File: src/rtl/exec_ctrl_if.sv
// rtl/exec_ctrl_if.sv - instruction/register-file/ALU bus of exec_ctrl
// Signals: instr_valid/instr/instr_ready (instruction handshake),
//          rf_addr/rf_rdata (register-file read), alu_* (ALU request and result),
//          acc/flags/done/busy (architectural state and status),
//          illegal (only when EXEC_ILLEGAL_EN is defined).
// Modports: slave = exec_ctrl, master = the surrounding system.
interface exec_ctrl_if;
    logic       instr_valid;
    logic [8:0] instr;
    logic       instr_ready;
    logic [2:0] rf_addr;
    logic [7:0] rf_rdata;
    logic       alu_type;
    logic [3:0] alu_op;
    logic [7:0] alu_acc;
    logic [7:0] alu_reg;
    logic [7:0] alu_out;
    logic       alu_z;
    logic       alu_c;
    logic       alu_n;
    logic       alu_v;
    logic [7:0] acc;
    logic [3:0] flags;
    logic       done;
    logic       busy;
`ifdef EXEC_ILLEGAL_EN
    logic       illegal;
`endif

    modport slave (
        input  instr_valid, instr, rf_rdata, alu_out, alu_z, alu_c, alu_n, alu_v,
        output instr_ready, rf_addr, alu_type, alu_op, alu_acc, alu_reg,
`ifdef EXEC_ILLEGAL_EN
        output illegal,
`endif
        output acc, flags, done, busy
    );

    modport master (
        output instr_valid, instr, rf_rdata, alu_out, alu_z, alu_c, alu_n, alu_v,
        input  instr_ready, rf_addr, alu_type, alu_op, alu_acc, alu_reg,
`ifdef EXEC_ILLEGAL_EN
        input  illegal,
`endif
        input  acc, flags, done, busy
    );
endinterface

File: src/rtl/exec_ctrl.sv
// rtl/exec_ctrl.sv - three-state accumulator execution controller
// Ports: clk (rising edge), rst_n (async active-low), bus (exec_ctrl_if.slave).
// Instruction: bit 8 type, bits 7:4 OP, bit 3 ignored, bits 2:0 register index.
// Flags are ordered {z,c,n,v}. Fixed latency: handshake at edge T, writeback and
// done at edge T+2, next accept at edge T+3.
// Optional macro EXEC_ILLEGAL_EN adds bus.illegal, pulsed with done for illegal ops.
module exec_ctrl (
    input  logic        clk,
    input  logic        rst_n,
    exec_ctrl_if.slave  bus
);
    typedef enum logic [1:0] {S_IDLE, S_READ, S_EXEC} state_t;

    state_t     r_state;
    logic       r_type;
    logic [3:0] r_op;
    logic [2:0] r_rf_addr;
    logic [7:0] r_acc;
    logic [3:0] r_flags;
    logic       r_done;
    logic       r_busy;
    logic       r_ready;
    logic       r_alu_type;
    logic [3:0] r_alu_op;
    logic [7:0] r_alu_acc;
`ifdef EXEC_ILLEGAL_EN
    logic       r_illegal;
`endif

    logic w_arith;
    logic w_logic;
    logic w_cmp;
    logic w_mov;
    logic w_illegal;
    logic w_z;
    logic w_n;
    logic w_unused_rsvd;

    assign w_unused_rsvd = bus.instr[3];

    // Decode of the captured instruction, consumed at the EXEC->IDLE edge.
    always_comb begin
        w_arith   = 1'b0;
        w_logic   = 1'b0;
        w_cmp     = 1'b0;
        w_mov     = 1'b0;
        if (!r_type) begin
            w_arith = (r_op == 4'b0010) || (r_op == 4'b0011);
            w_logic = (r_op >= 4'b0100) && (r_op <= 4'b1000);
            w_cmp   = (r_op == 4'b1010);
        end else begin
            w_mov   = (r_op == 4'b0000);
        end
        w_illegal = !(w_arith || w_logic || w_cmp || w_mov);
    end

    assign w_z = (bus.alu_out == 8'h00);
    assign w_n = bus.alu_out[7];

    always_ff @(posedge clk or negedge rst_n) begin
        if (!rst_n) begin
            r_state    <= S_IDLE;
            r_type     <= 1'b0;
            r_op       <= 4'b0000;
            r_rf_addr  <= 3'd0;
            r_acc      <= 8'h00;
            r_flags    <= 4'b0000;
            r_done     <= 1'b0;
            r_busy     <= 1'b0;
            r_ready    <= 1'b1;
            r_alu_type <= 1'b0;
            r_alu_op   <= 4'b0000;
            r_alu_acc  <= 8'h00;
`ifdef EXEC_ILLEGAL_EN
            r_illegal  <= 1'b0;
`endif
        end else begin
            r_done    <= 1'b0;
`ifdef EXEC_ILLEGAL_EN
            r_illegal <= 1'b0;
`endif
            case (r_state)
                S_IDLE: begin
                    // r_ready is always 1 in IDLE, so instr_valid alone is the handshake.
                    if (bus.instr_valid) begin
                        r_state   <= S_READ;
                        r_type    <= bus.instr[8];
                        r_op      <= bus.instr[7:4];
                        r_rf_addr <= bus.instr[2:0];
                        r_busy    <= 1'b1;
                        r_ready   <= 1'b0;
                    end
                end
                S_READ: begin
                    // Register-file data arrives during EXEC; present the rest now.
                    r_state    <= S_EXEC;
                    r_alu_type <= r_type;
                    r_alu_op   <= r_op;
                    r_alu_acc  <= r_acc;
                end
                S_EXEC: begin
                    r_state    <= S_IDLE;
                    r_busy     <= 1'b0;
                    r_ready    <= 1'b1;
                    r_done     <= 1'b1;
                    r_alu_type <= 1'b0;
                    r_alu_op   <= 4'b0000;
                    r_alu_acc  <= 8'h00;
`ifdef EXEC_ILLEGAL_EN
                    r_illegal  <= w_illegal;
`endif
                    if (w_arith) begin
                        r_acc   <= bus.alu_out;
                        r_flags <= {w_z, bus.alu_c, w_n, bus.alu_v};
                    end else if (w_logic) begin
                        r_acc   <= bus.alu_out;
                        r_flags <= {w_z, r_flags[2], w_n, r_flags[0]};
                    end else if (w_cmp) begin
                        r_flags <= {bus.alu_z, r_flags[2], bus.alu_n, r_flags[0]};
                    end else if (w_mov) begin
                        r_acc   <= bus.rf_rdata;
                    end
                end
                default: r_state <= S_IDLE;
            endcase
        end
    end

    assign bus.instr_ready = r_ready;
    assign bus.rf_addr     = r_rf_addr;
    assign bus.alu_type    = r_alu_type;
    assign bus.alu_op      = r_alu_op;
    assign bus.alu_acc     = r_alu_acc;
    // rf_rdata is only valid in EXEC, so this operand cannot be registered.
    assign bus.alu_reg     = (r_state == S_EXEC) ? bus.rf_rdata : 8'h00;
    assign bus.acc         = r_acc;
    assign bus.flags       = r_flags;
    assign bus.done        = r_done;
    assign bus.busy        = r_busy;
`ifdef EXEC_ILLEGAL_EN
    assign bus.illegal     = r_illegal;
`endif
endmodule

File: src/flat_wrapper.sv
// flat-port wrapper written by rule: the top's interface ports become plain ports
module exec_ctrl_flat 
  (clk, rst_n, bus_instr_valid, bus_instr, bus_rf_rdata, bus_alu_out, bus_alu_z, bus_alu_c, bus_alu_n, bus_alu_v, bus_instr_ready, bus_rf_addr, bus_alu_type, bus_alu_op, bus_alu_acc, bus_alu_reg, bus_acc, bus_flags, bus_done, bus_busy);
  exec_ctrl_if bus_i ();
  input  logic clk;
  input  logic rst_n;
  input wire logic [$bits(bus_i.instr_valid)-1:0] bus_instr_valid;
  input wire logic [$bits(bus_i.instr)-1:0] bus_instr;
  input wire logic [$bits(bus_i.rf_rdata)-1:0] bus_rf_rdata;
  input wire logic [$bits(bus_i.alu_out)-1:0] bus_alu_out;
  input wire logic [$bits(bus_i.alu_z)-1:0] bus_alu_z;
  input wire logic [$bits(bus_i.alu_c)-1:0] bus_alu_c;
  input wire logic [$bits(bus_i.alu_n)-1:0] bus_alu_n;
  input wire logic [$bits(bus_i.alu_v)-1:0] bus_alu_v;
  output wire logic [$bits(bus_i.instr_ready)-1:0] bus_instr_ready;
  output wire logic [$bits(bus_i.rf_addr)-1:0] bus_rf_addr;
  output wire logic [$bits(bus_i.alu_type)-1:0] bus_alu_type;
  output wire logic [$bits(bus_i.alu_op)-1:0] bus_alu_op;
  output wire logic [$bits(bus_i.alu_acc)-1:0] bus_alu_acc;
  output wire logic [$bits(bus_i.alu_reg)-1:0] bus_alu_reg;
  output wire logic [$bits(bus_i.acc)-1:0] bus_acc;
  output wire logic [$bits(bus_i.flags)-1:0] bus_flags;
  output wire logic [$bits(bus_i.done)-1:0] bus_done;
  output wire logic [$bits(bus_i.busy)-1:0] bus_busy;
  assign bus_i.instr_valid = bus_instr_valid;
  assign bus_i.instr = bus_instr;
  assign bus_i.rf_rdata = bus_rf_rdata;
  assign bus_i.alu_out = bus_alu_out;
  assign bus_i.alu_z = bus_alu_z;
  assign bus_i.alu_c = bus_alu_c;
  assign bus_i.alu_n = bus_alu_n;
  assign bus_i.alu_v = bus_alu_v;
  assign bus_instr_ready = bus_i.instr_ready;
  assign bus_rf_addr = bus_i.rf_addr;
  assign bus_alu_type = bus_i.alu_type;
  assign bus_alu_op = bus_i.alu_op;
  assign bus_alu_acc = bus_i.alu_acc;
  assign bus_alu_reg = bus_i.alu_reg;
  assign bus_acc = bus_i.acc;
  assign bus_flags = bus_i.flags;
  assign bus_done = bus_i.done;
  assign bus_busy = bus_i.busy;
  exec_ctrl u_core (.clk(clk), .rst_n(rst_n), .bus(bus_i));
endmodule
File: config.mk
export PLATFORM = sky130hd
export DESIGN_NAME = exec_ctrl_flat
export DESIGN_NICKNAME = d
export VERILOG_FILES = /design/src/rtl/exec_ctrl_if.sv /design/src/rtl/exec_ctrl.sv /design/src/flat_wrapper.sv
export SDC_FILE = /design/constraint.sdc
export NUM_CORES = 1
export LEC_CHECK = 0
export CAP_MARGIN = 5
export CORE_UTILIZATION = 46
export CTS_CLUSTER_SIZE = 10
export DETAILED_ROUTE_END_ITERATION = 16
export MAX_ROUTING_LAYER = met4
export PLACE_DENSITY_LB_ADDON = 0.12
export SYNTH_ARGS = -nofsm -noshare
export SYNTH_HDL_FRONTEND = slang
export SYNTH_SLANG_ARGS = --single-unit
File: constraint.sdc
create_clock -name clk -period 3.9 [get_ports clk]
set_input_delay 0.585 -clock clk [delete_from_list [all_inputs] [get_ports clk]]
set_output_delay 0.585 -clock clk [all_outputs]
set_load 0.05 [all_outputs]
==> results_dict.tcl <==
set metrics [dict create \
    postRouteAntennaNets 0 \
    final_layout_size_suffix_gt1_share_pct 17.6 \
    rsz0062_at_grt "false" \
    grt_pass1_vias 1443 \
    postCtsSetupBuffers 0 \
    fin_nets 261 \
    clk_latency_ns 0.29 \
    vias 1393 \
    antenna_found_initial 0 \
    synth-seq-cells 38 \
    drtPass1Iterations 4 \
    crit_family "buffers and inverters" \
    grt-busiest-layer "met2" \
    fmax_mhz 355 \
    synthTopCellsByArea "dfrtp_1, mux2_2, nand3b_1" \
    wl_um 3970 \
    cp.buffers_inverters 3 \
    htreeDepth 2 \
    wl_per_cell_um 14.4 \
    synth.largest_area_cell "dfrtp_1" \
    grt_pass1_wl_um 6560 \
    p_leak_nw 1.09 \
    cts_tree "yes" \
    core_area_um2 3690 \
    post-route-min-period_ns 2.81 \
    required_ns 3.31 \
    cts_buffers 5 \
    setup_viol_count_final 0 \
    die_area_um2 4130 \
    path_cells "inv_1 -> ha_1 -> buf_4 -> and2_1 -> clkdlybuf4s50_1" \
    synth_top_area_share_pct 51.9 \
    crit_fanout 24 \
    cts_hold_buf 0 \
    clk_path_buf_depth 2 \
    hold_violations 0 \
    hold_path_class "input pin to asynchronous set/reset pin" \
    grt_usage_pct 21.8 \
    hpwl_um 2790 \
    grt_overflow 0 \
    final_area_um2 2620 \
    start_kind "flop" \
    drv_cap 0 \
    ir_drop_v 0.000605 \
    outcome "finished, final reports clean" \
    ys_warn_count 0 \
    start_util_pct 48.3 \
    area_growth_pct 47.1 \
    power_density_nw_per_um2 974 \
    fin_crit_sh_pct 72.2 \
    cts_resized 0 \
    place.gp.congestion 0.859 \
    drc 0 \
    synthCells 155 \
    path_clk_slew_ns 0.07 \
    slew_viol_final 0 \
    io_pins 71 \
    die_w_um 64.3 \
    yosysUniqueCellTypes 27 \
    antennaDiodeCount 0 \
    yosysSeqAreaShare_pct 53.4 \
    max_slew_margin_pct 44.7 \
    grt_max_degree 39 \
    finalSetupTns_ns 0 \
    syn_area_per_cell_um2 11.5 \
    cts_root_buffer "clkbuf_8" \
    syn_nets 190 \
    drt_iter0_drc 62 \
    critPathArrivalTime_ns 2.23 \
    use_met3_pct 7.14 \
    dpl_cell_area_um2 2510 \
    num_rows 22 \
    fin_skew_ns 0.00277 \
    cp-end-kind "primary output" \
    path_class "flop to primary output" \
    slowest_delay_ns 0.81 \
    utilization_pct 71.1 \
    tightest_slew_ns 0.830 \
    port_buffers 69 \
    dieHeight_um 64.3 \
    via_per_inst 5.07 \
    use_met2_pct 34.9 \
    syn_area_um2 1780 \
    clkSinkCount 38 \
    gr-usage-met1_pct 25.5 \
    slowest_stage "clkdlybuf4s50_1" \
]
==> cell families after synthesis <==
group | synth area share (%)
AND/OR/NAND/NOR | 14.2
XOR/XNOR | 0.491
multiplexers | 17.0
adder cells (fa/ha/maj) | 2.11
buffers and inverters | 4.63
flip-flops | 53.4
AO/OA/AOI/OAI | 8.21
==> final timing paths <==
check	start	slack, ns	to	cells after the start
max in group asynchronous	rst_n	2.99	u_core.bus.flags[1]	1
worst max register to register	u_core.r_op[1]	1.79	u_core.bus.acc[2]	4
worst min-delay path	rst_n	0.39	u_core.bus.flags[2]	1
worst min register to register	u_core.bus.flags[2]	0.50	u_core.bus.flags[2]	1
worst max-delay path	u_core.r_state[0]	1.09	bus_alu_reg[7]	5
min in group clk	u_core.bus.flags[2]	0.50	u_core.bus.flags[2]	1
==> layout make-up <==
class	count	area, um2
Multi-Input combinational cell	95	748
Clock buffer	5	68.8
Clock inverter	3	40.0
Inverter	16	60.1
Sequential cell	38	952
Tap cell	48	60.1
Fill cell	293	1070
Timing Repair Buffer	70	693
==> worst register-to-register path, cell delays in order, from the launching register on <==
cell     delay, ns
dfrtp_1       0.45
or4b_4        0.58
a21oi_4       0.33
mux2_2        0.39
mux2_2        0.26
==> sequential cells by signal, indices dropped and copies added (netlist names) <==
signal	count
u_core.r_state	2
u_core.bus.busy	1
u_core.bus.flags	4
u_core.bus.alu_acc	8
u_core.bus.instr_ready	1
u_core.bus.acc	8
u_core.r_op	4
u_core.bus.rf_addr	3
u_core.bus.alu_type	1
u_core.bus.done	1
u_core.r_type	1
u_core.bus.alu_op	4
==> metrics by stage <==
step                power, W  hold slack, ns  setup slack [ns]  instances
finish               0.00255           0.393              1.09        275
global route         0.00269           0.444             0.974        275
CTS                  0.00257           0.419              1.08        275
detailed placement   0.00223           0.492              1.29        267
global placement     0.00219           0.487              1.34        267
floorplan            0.00175           0.289              1.96        155
==> report_power, final <==
part / total [W] / leakage (nW) / switching (W) / internal [W]
Combinational: 0.00150 / 0.576 / 0.000930 / 0.000568
Sequential: 0.000729 / 0.461 / 0.000145 / 0.000585
Clock: 0.000326 / 0.0579 / 0.000138 / 0.000188
Total: 0.00255 / 1.09 / 0.00121 / 0.00134
==> synthesized netlist by cell type <==
| master | number |
|---|---|
| o21ai_0 | 14 |
| xnor2_1 | 1 |
| a21oi_4 | 1 |
| nand2_1 | 3 |
| a21oi_1 | 5 |
| inv_1 | 16 |
| and3_1 | 1 |
| dfstp_2 | 1 |
| ha_1 | 3 |
| or3b_2 | 1 |
| o21bai_1 | 1 |
| and2_1 | 8 |
| a31oi_1 | 1 |
| mux2i_1 | 1 |
| o21a_1 | 2 |
| nand2b_1 | 2 |
| nor4_1 | 3 |
| dfrtp_1 | 37 |
| mux2_2 | 26 |
| nand3b_1 | 13 |
| buf_1 | 1 |
| nor3_1 | 1 |
| nor2_1 | 5 |
| o22ai_1 | 1 |
| or4b_1 | 1 |
| clkbuf_1 | 5 |
| or4b_4 | 1 |
==> layer usage <==
layer  part of all wire, %  up-vias  wire [um]
met4                   1.1        0         42
met5                     0        -          0
met1                    43      661       1720
met2                    49       56       1930
met3                   7.1        6        280
li1                      -      670          -
==> placed cells by master, fill, tap and decap left out, types with 5 or more instances in the layout <==
| cell | count |
|---|---|
| nor2_1 | 5 |
| clkdlybuf4s50_1 | 68 |
| mux2_2 | 26 |
| clkbuf_8 | 5 |
| and2_1 | 8 |
| inv_1 | 16 |
| o21ai_0 | 14 |
| dfrtp_1 | 37 |
| a21oi_1 | 5 |
| nand3b_1 | 13 |
No activity file was read; power rests on OpenSTA's default activity.
